**src/rtl/random_monitor_pkg.sv**
```systemverilog
// Shared types and defaults for the random stream quality monitor.
package random_monitor_pkg;

    typedef enum logic [1:0] {
        IDLE   = 2'd0,
        ACCUM  = 2'd1,
        REPORT = 2'd2
    } state_e;

    localparam int DEF_WIDTH        = 32;
    localparam int DEF_WINDOW_WORDS = 64;
    localparam int DEF_ONES_LOW     = 960;
    localparam int DEF_ONES_HIGH    = 1088;
    localparam int DEF_MAX_RUN      = 20;

    // Wide enough to hold every total a window can produce.
    function automatic int count_width(input int width, input int window_words);
        return $clog2(width * window_words + 1);
    endfunction

endpackage

```
**src/rtl/random_word_stats.sv**
```systemverilog
// Per-word bit statistics: popcount, internal transitions and run lengths (bit 0 first).
module random_word_stats #(
    parameter int Width = 32,
    localparam int SW = $clog2(Width + 1)
) (
    input  logic [Width-1:0] data_i,
    output logic [SW-1:0]    popcount_o,
    output logic [SW-1:0]    trans_o,
    output logic [SW-1:0]    lead_run_o,
    output logic [SW-1:0]    trail_run_o,
    output logic [SW-1:0]    max_run_o
);

    logic [SW-1:0] pop;
    logic [SW-1:0] trans;
    logic [SW-1:0] run;
    logic [SW-1:0] best;
    logic [SW-1:0] lead;
    logic          lead_done;

    // The run still open after the last bit is the trailing run.
    always_comb begin
        pop       = SW'(data_i[0]);
        trans     = '0;
        run       = SW'(1);
        best      = SW'(1);
        lead      = SW'(Width);
        lead_done = 1'b0;
        for (int i = 1; i < Width; i++) begin
            pop = pop + SW'(data_i[i]);
            if (data_i[i] != data_i[i-1]) begin
                trans = trans + SW'(1);
                if (!lead_done) begin
                    lead      = SW'(i);
                    lead_done = 1'b1;
                end
                run = SW'(1);
            end else begin
                run = run + SW'(1);
            end
            if (run > best) begin
                best = run;
            end
        end
    end

    assign popcount_o  = pop;
    assign trans_o     = trans;
    assign lead_run_o  = lead;
    assign trail_run_o = run;
    assign max_run_o   = best;

endmodule

```
**src/rtl/random_stream_monitor.sv**
```systemverilog
// Window-based quality monitor for a random word stream: ones, transitions, longest run, verdict.
module random_stream_monitor
    import random_monitor_pkg::*;
#(
    parameter int Width       = DEF_WIDTH,
    parameter int WindowWords = DEF_WINDOW_WORDS,
    parameter int OnesLow     = DEF_ONES_LOW,
    parameter int OnesHigh    = DEF_ONES_HIGH,
    parameter int MaxRun      = DEF_MAX_RUN,
    localparam int CW = count_width(Width, WindowWords)
) (
    input  logic             clk,
    input  logic             rst,
    input  logic             start,
    input  logic             in_valid,
    output logic             in_ready,
    input  logic [Width-1:0] in_data,
    output logic             done,
    output logic [CW-1:0]    ones_count,
    output logic [CW-1:0]    transitions,
    output logic [CW-1:0]    max_run,
    output logic             pass,
    output logic [1:0]       state_dbg
);

    // Handshake: a word is taken on a rising edge where in_valid && in_ready;
    // in_ready is high only in ACCUM, and in_data must be stable while in_valid waits.

    localparam int SW  = $clog2(Width + 1);
    localparam int WCW = $clog2(WindowWords + 1);

    state_e         state_q;
    logic           in_ready_q;
    logic           done_q;
    logic           pass_q;
    logic [CW-1:0]  ones_out_q;
    logic [CW-1:0]  trans_out_q;
    logic [CW-1:0]  max_out_q;
    logic [CW-1:0]  ones_acc_q, ones_acc_d;
    logic [CW-1:0]  trans_acc_q, trans_acc_d;
    logic [CW-1:0]  max_acc_q, max_acc_d;
    logic [CW-1:0]  cur_run_q, cur_run_d;
    logic [WCW-1:0] word_cnt_q;
    logic           first_q;
    logic           prev_last_q;

    logic [SW-1:0]  w_pop, w_trans, w_lead, w_trail, w_max;
    logic           accept;
    logic           last_word;
    logic           boundary;
    logic [CW-1:0]  lead_len;
    logic           pass_d;

    random_word_stats #(.Width(Width)) u_stats (
        .data_i      (in_data),
        .popcount_o  (w_pop),
        .trans_o     (w_trans),
        .lead_run_o  (w_lead),
        .trail_run_o (w_trail),
        .max_run_o   (w_max)
    );

    assign accept    = in_valid && in_ready_q;
    assign last_word = (word_cnt_q == WCW'(WindowWords - 1));

    // Cross-word carry: the open run from the previous word joins this word's leading run.
    always_comb begin
        boundary    = !first_q && (prev_last_q != in_data[0]);
        lead_len    = (!first_q && !boundary) ? cur_run_q + CW'(w_lead) : CW'(w_lead);
        ones_acc_d  = ones_acc_q + CW'(w_pop);
        trans_acc_d = trans_acc_q + CW'(w_trans) + CW'(boundary);
        cur_run_d   = (w_lead == SW'(Width)) ? lead_len : CW'(w_trail);
        max_acc_d   = max_acc_q;
        if (lead_len > max_acc_d) begin
            max_acc_d = lead_len;
        end
        if (CW'(w_max) > max_acc_d) begin
            max_acc_d = CW'(w_max);
        end
        pass_d = (ones_acc_d >= CW'(OnesLow)) && (ones_acc_d <= CW'(OnesHigh)) &&
                 (max_acc_d <= CW'(MaxRun));
    end

    always_ff @(posedge clk) begin
        if (rst) begin
            state_q     <= IDLE;
            in_ready_q  <= 1'b0;
            done_q      <= 1'b0;
            pass_q      <= 1'b0;
            ones_out_q  <= '0;
            trans_out_q <= '0;
            max_out_q   <= '0;
            ones_acc_q  <= '0;
            trans_acc_q <= '0;
            max_acc_q   <= '0;
            cur_run_q   <= '0;
            word_cnt_q  <= '0;
            first_q     <= 1'b1;
            prev_last_q <= 1'b0;
        end else begin
            done_q <= 1'b0;
            if (start) begin
                state_q     <= ACCUM;
                in_ready_q  <= 1'b1;
                ones_acc_q  <= '0;
                trans_acc_q <= '0;
                max_acc_q   <= '0;
                cur_run_q   <= '0;
                word_cnt_q  <= '0;
                first_q     <= 1'b1;
            end else begin
                case (state_q)
                    IDLE: begin
                        in_ready_q  <= 1'b0;
                        ones_acc_q  <= '0;
                        trans_acc_q <= '0;
                        max_acc_q   <= '0;
                        cur_run_q   <= '0;
                        word_cnt_q  <= '0;
                        first_q     <= 1'b1;
                    end
                    ACCUM: begin
                        if (accept) begin
                            ones_acc_q  <= ones_acc_d;
                            trans_acc_q <= trans_acc_d;
                            max_acc_q   <= max_acc_d;
                            cur_run_q   <= cur_run_d;
                            prev_last_q <= in_data[Width-1];
                            first_q     <= 1'b0;
                            word_cnt_q  <= word_cnt_q + WCW'(1);
                            // Results land on the same edge that enters REPORT.
                            if (last_word) begin
                                state_q     <= REPORT;
                                in_ready_q  <= 1'b0;
                                done_q      <= 1'b1;
                                ones_out_q  <= ones_acc_d;
                                trans_out_q <= trans_acc_d;
                                max_out_q   <= max_acc_d;
                                pass_q      <= pass_d;
                            end
                        end
                    end
                    REPORT: begin
                        state_q    <= IDLE;
                        in_ready_q <= 1'b0;
                    end
                    default: begin
                        state_q    <= IDLE;
                        in_ready_q <= 1'b0;
                    end
                endcase
            end
        end
    end

    assign in_ready    = in_ready_q;
    assign done        = done_q;
    assign pass        = pass_q;
    assign ones_count  = ones_out_q;
    assign transitions = trans_out_q;
    assign max_run     = max_out_q;
    assign state_dbg   = state_q;

endmodule

```
**config.mk**
```make
export PLATFORM = sky130hd
export DESIGN_NAME = random_stream_monitor
export DESIGN_NICKNAME = d
export VERILOG_FILES = /design/src/rtl/random_monitor_pkg.sv /design/src/rtl/random_word_stats.sv /design/src/rtl/random_stream_monitor.sv
export SDC_FILE = /design/constraint.sdc
export NUM_CORES = 1
export LEC_CHECK = 0
export ABC_AREA = 1
export CORE_ASPECT_RATIO = 1.2
export CORE_MARGIN = 2
export CORE_UTILIZATION = 59
export DETAILED_ROUTE_END_ITERATION = 10
export HOLD_SLACK_MARGIN = 0.08
export PLACE_DENSITY = 0.77
export SLEW_MARGIN = 15
export SYNTH_ARGS = -nofsm -noshare
export SYNTH_HDL_FRONTEND = slang
export SYNTH_SLANG_ARGS = --single-unit
export TNS_END_PERCENT = 30
```
**constraint.sdc**
```tcl
create_clock -name clk -period 63.6 [get_ports clk]
set_clock_uncertainty 0.05 [all_clocks]
set_input_delay 12.72 -clock clk [delete_from_list [all_inputs] [get_ports clk]]
set_output_delay 12.72 -clock clk [all_outputs]
set_load 0.02 [all_outputs]
```
==> key figures <==
Outcome
  • Status: finished clean

Global route
  • Largest net degree at the start of global routing: 60
  • Congestion Overflow GR: 0
  • Vias in the first global route: 21400
  • Antenna violations before repair: 0
  • First-pass GRT wire length: 94830 µm
  • Gr usage total: 29.85%

Logic synthesis
  • Post-synth EDFFs: 0
  • Post-Synthesis Cell Area: between 20000 and 25000 µm²
  • Cell variety after synth: 60
  • Sequential fraction of the synthesis area: 9.442%
  • Most area-consuming cells after synthesis: nand2_1 (16%), ha_1 (12%), inv_1 (11%)
  • Synth warn: 0
  • Mapped Cells: 3570
  • Post-synth top area share: between 15 and 20%
  • Synth area leader: nand2_1
  • Synthesized flop and latch total: 98
  • Mean post-synth cell area: 5.820 µm²
  • Most used flip-flop cell after synthesis: dfxtp_1
  • Ys async rst share: 0%

Critical path
  • Crit-path max cell delay: ~490 ps
  • WP data arrival: 50130 ps
  • Top delay family on crit path: simple AND/OR/NAND/NOR gates
  • CP startpoint kind: input port
  • Buffers and inverters on the worst path: 22
  • Slowest CP cell: clkdlybuf4s50_1
  • Setup crit end kind: flip-flop
  • Cell mode on critical path: nand2_1
  • Max FO, Critical Path: 12
  • Critical path type: in -> reg
  • WP data required: 63760 ps

Timing
  • Slew Limit Fails: 0
  • RSZ-0062 raised after global routing: no
  • Rel. slew slack: 24.96%
  • FMAX: about 20 MHz
  • Fin. Hold Viols: 0
  • Final Critical Period: 49960 ps
  • Crit share post-route: 78.56%
  • Setup Viol. Count Final: 0
  • Worst Max-Slew Pin Slew: 1123 ps
  • Final TNS setup: 0 ps

Clock network
  • H-tree depth: 3
  • CTS sink cnt: 98
  • Root Driver: clkbuf_16
  • Longest Clk Path Bufs: 2
  • Post-CTS Hold Fix Bufs: 0
  • Reg clk slew, reported paths: 70 ps
  • CTS Buf Count: 9
  • Worst skew pair latency: ~350 ps
  • Post-CTS Setup Bufs: 0
  • CTS tree: done
  • Resize count post-CTS: 0

Placement
  • Post-DP HPWL: about 45000 µm
  • Routability Congestion: 0.9132
  • Port bufs: 76

Drt
  • Routed via count: 22400
  • Via/cell ratio: 5.489
  • Drt wl/cell: about 14 µm
  • Post-DRT Antenna Nets: 0
  • Routed wire length: 55140 µm
  • Iteration-0 DRC Markers: roughly 1400
  • # DRC: 0
  • DR pass1 iterations: 6

Floorplan
  • Full die area: 36740 µm²
  • Row cnt: 75
  • Height of the die: 209.6 µm
  • Die width: 175.3 µm
  • Initial Util: 59.68%
  • Core area: 34810 µm²
  • Ports: 77

Hold path
  • Class of the worst hold path: reg -> reg

Final layout
  • Nets: 3877
  • P&R area growth vs syn: 6.088%
  • Share of layout cells above drive strength 1: 9.038%

Job
  • Max cap viols: 0
area by class of cell:
type | instances | area [µm²]
inverters | 663 | 2507
clock buffers | 10 | 229.0
flip-flops and latches | 98 | 1962
clock inverters | 6 | 88.84
multi-input cells | 2759 | 15870
well taps | 462 | 578.1
repair buffers | 82 | 805.8
fillers | 3446 | 12770
diodes | 1 | 2.502
cells in the final DEF (no fill, tap or decap), types with 26 or more instances in the layout:
cell	count
a21oi_1	142
clkdlybuf4s50_1	76
dfxtp_1	98
fa_1	28
ha_1	200
inv_1	628
nand2_1	870
nand2_2	108
nand3_1	359
nand3_2	39
nand4_1	60
nor2_1	302
nor2_2	31
nor2_4	26
nor3_1	87
o21ai_0	178
o21bai_1	50
or2_2	28
xnor2_1	60
per-stage QoR:
stage	setup slack (ps)	hold slack, ps	cell area [µm²]	cells	util [%]
after floorplan	18350	384.3	20800	3575	-
after global placement	15460	392.8	21720	4064	62.40
after detailed placement	13750	402.5	21720	4064	62.40
after CTS	13990	411.7	22040	4080	63.31
after global routing	9145	434.1	22040	4080	63.31
final	13640	409.1	22040	4081	63.32
logic make-up (layout without fill, tap and decap cells):
| family | after synthesis | after routing | synth area share, % |
|---|---|---|---|
| AO/OA/AOI/OAI | 456 | 456 | 12.45 |
| XOR/XNOR | 81 | 81 | 3.414 |
| adder cells (fa/ha/maj) | 228 | 228 | 14.74 |
| buffers and inverters | 718 | 761 | 14.32 |
| flip-flops | 98 | 98 | 9.442 |
| other | 2 | 8 | 0.03614 |
| AND/OR/NAND/NOR | 1987 | 1987 | 45.60 |
cells in the mapped netlist (all sizes together) (7+ instances only):
library cell  instances
nand3               401
clkbuf               25
buf                  29
nor3                 89
xnor2                60
inv                 650
o22ai                13
or2                  28
nor4                 20
a31oi                19
o21ai               193
nand2               987
o211ai               14
and3                  7
ha                  200
o21bai               50
nand4                83
clkinv               12
nor2                360
fa                   28
dfxtp                98
a21oi               145
xor2                 21
and2                  8
metal layers:
metal | track usage, % | vias up | share of wire [%]
met5 | 0 | - | 0
met2 | 54.17 | 551 | 48
met3 | 2.083 | 111 | 4.1
li1 | - | 11600 | -
met1 | 37.21 | 10140 | 45
met4 | 9.885 | 0 | 3.0
final timing paths:
check / from / to / slack (ps) / cells past startpoint
max reg2reg: cur_run_q[0]$_SDFFE_PP0P_ / pass$_SDFFE_PP0P_ / 57190 / 37
min: word_cnt_q[2]$_SDFFE_PP0P_ / word_cnt_q[2]$_SDFFE_PP0P_ / 410 / 2
max: in_data[0] / pass$_SDFFE_PP0P_ / 13640 / 237
min reg2reg: word_cnt_q[2]$_SDFFE_PP0P_ / word_cnt_q[2]$_SDFFE_PP0P_ / 410 / 2
registers in the layout, indices dropped and copies added (netlist names):
| register | flops |
|---|---|
| state_dbg | 2 |
| ones_count | 12 |
| transitions | 12 |
| max_acc_q | 12 |
| first_q | 1 |
| word_cnt_q | 7 |
| cur_run_q | 12 |
| prev_last_q | 1 |
| in_ready | 1 |
| done | 1 |
| max_run | 12 |
| trans_acc_q | 12 |
| pass | 1 |
| ones_acc_q | 12 |
worst reg2reg max path, delay by kind of cell, from the launching register on:
kind                     cells  cell delay (ps)
AO/OA/AOI/OAI               10             2140
AND/OR/NAND/NOR             19             1890
adder cells (fa/ha/maj)      4             1280
buffers and inverters        4              640
flip-flops                   1              320
Power is left out: the tool's default activity adds up to more than one toggle a clock period on the data nets, which glitch-free logic cannot reach.
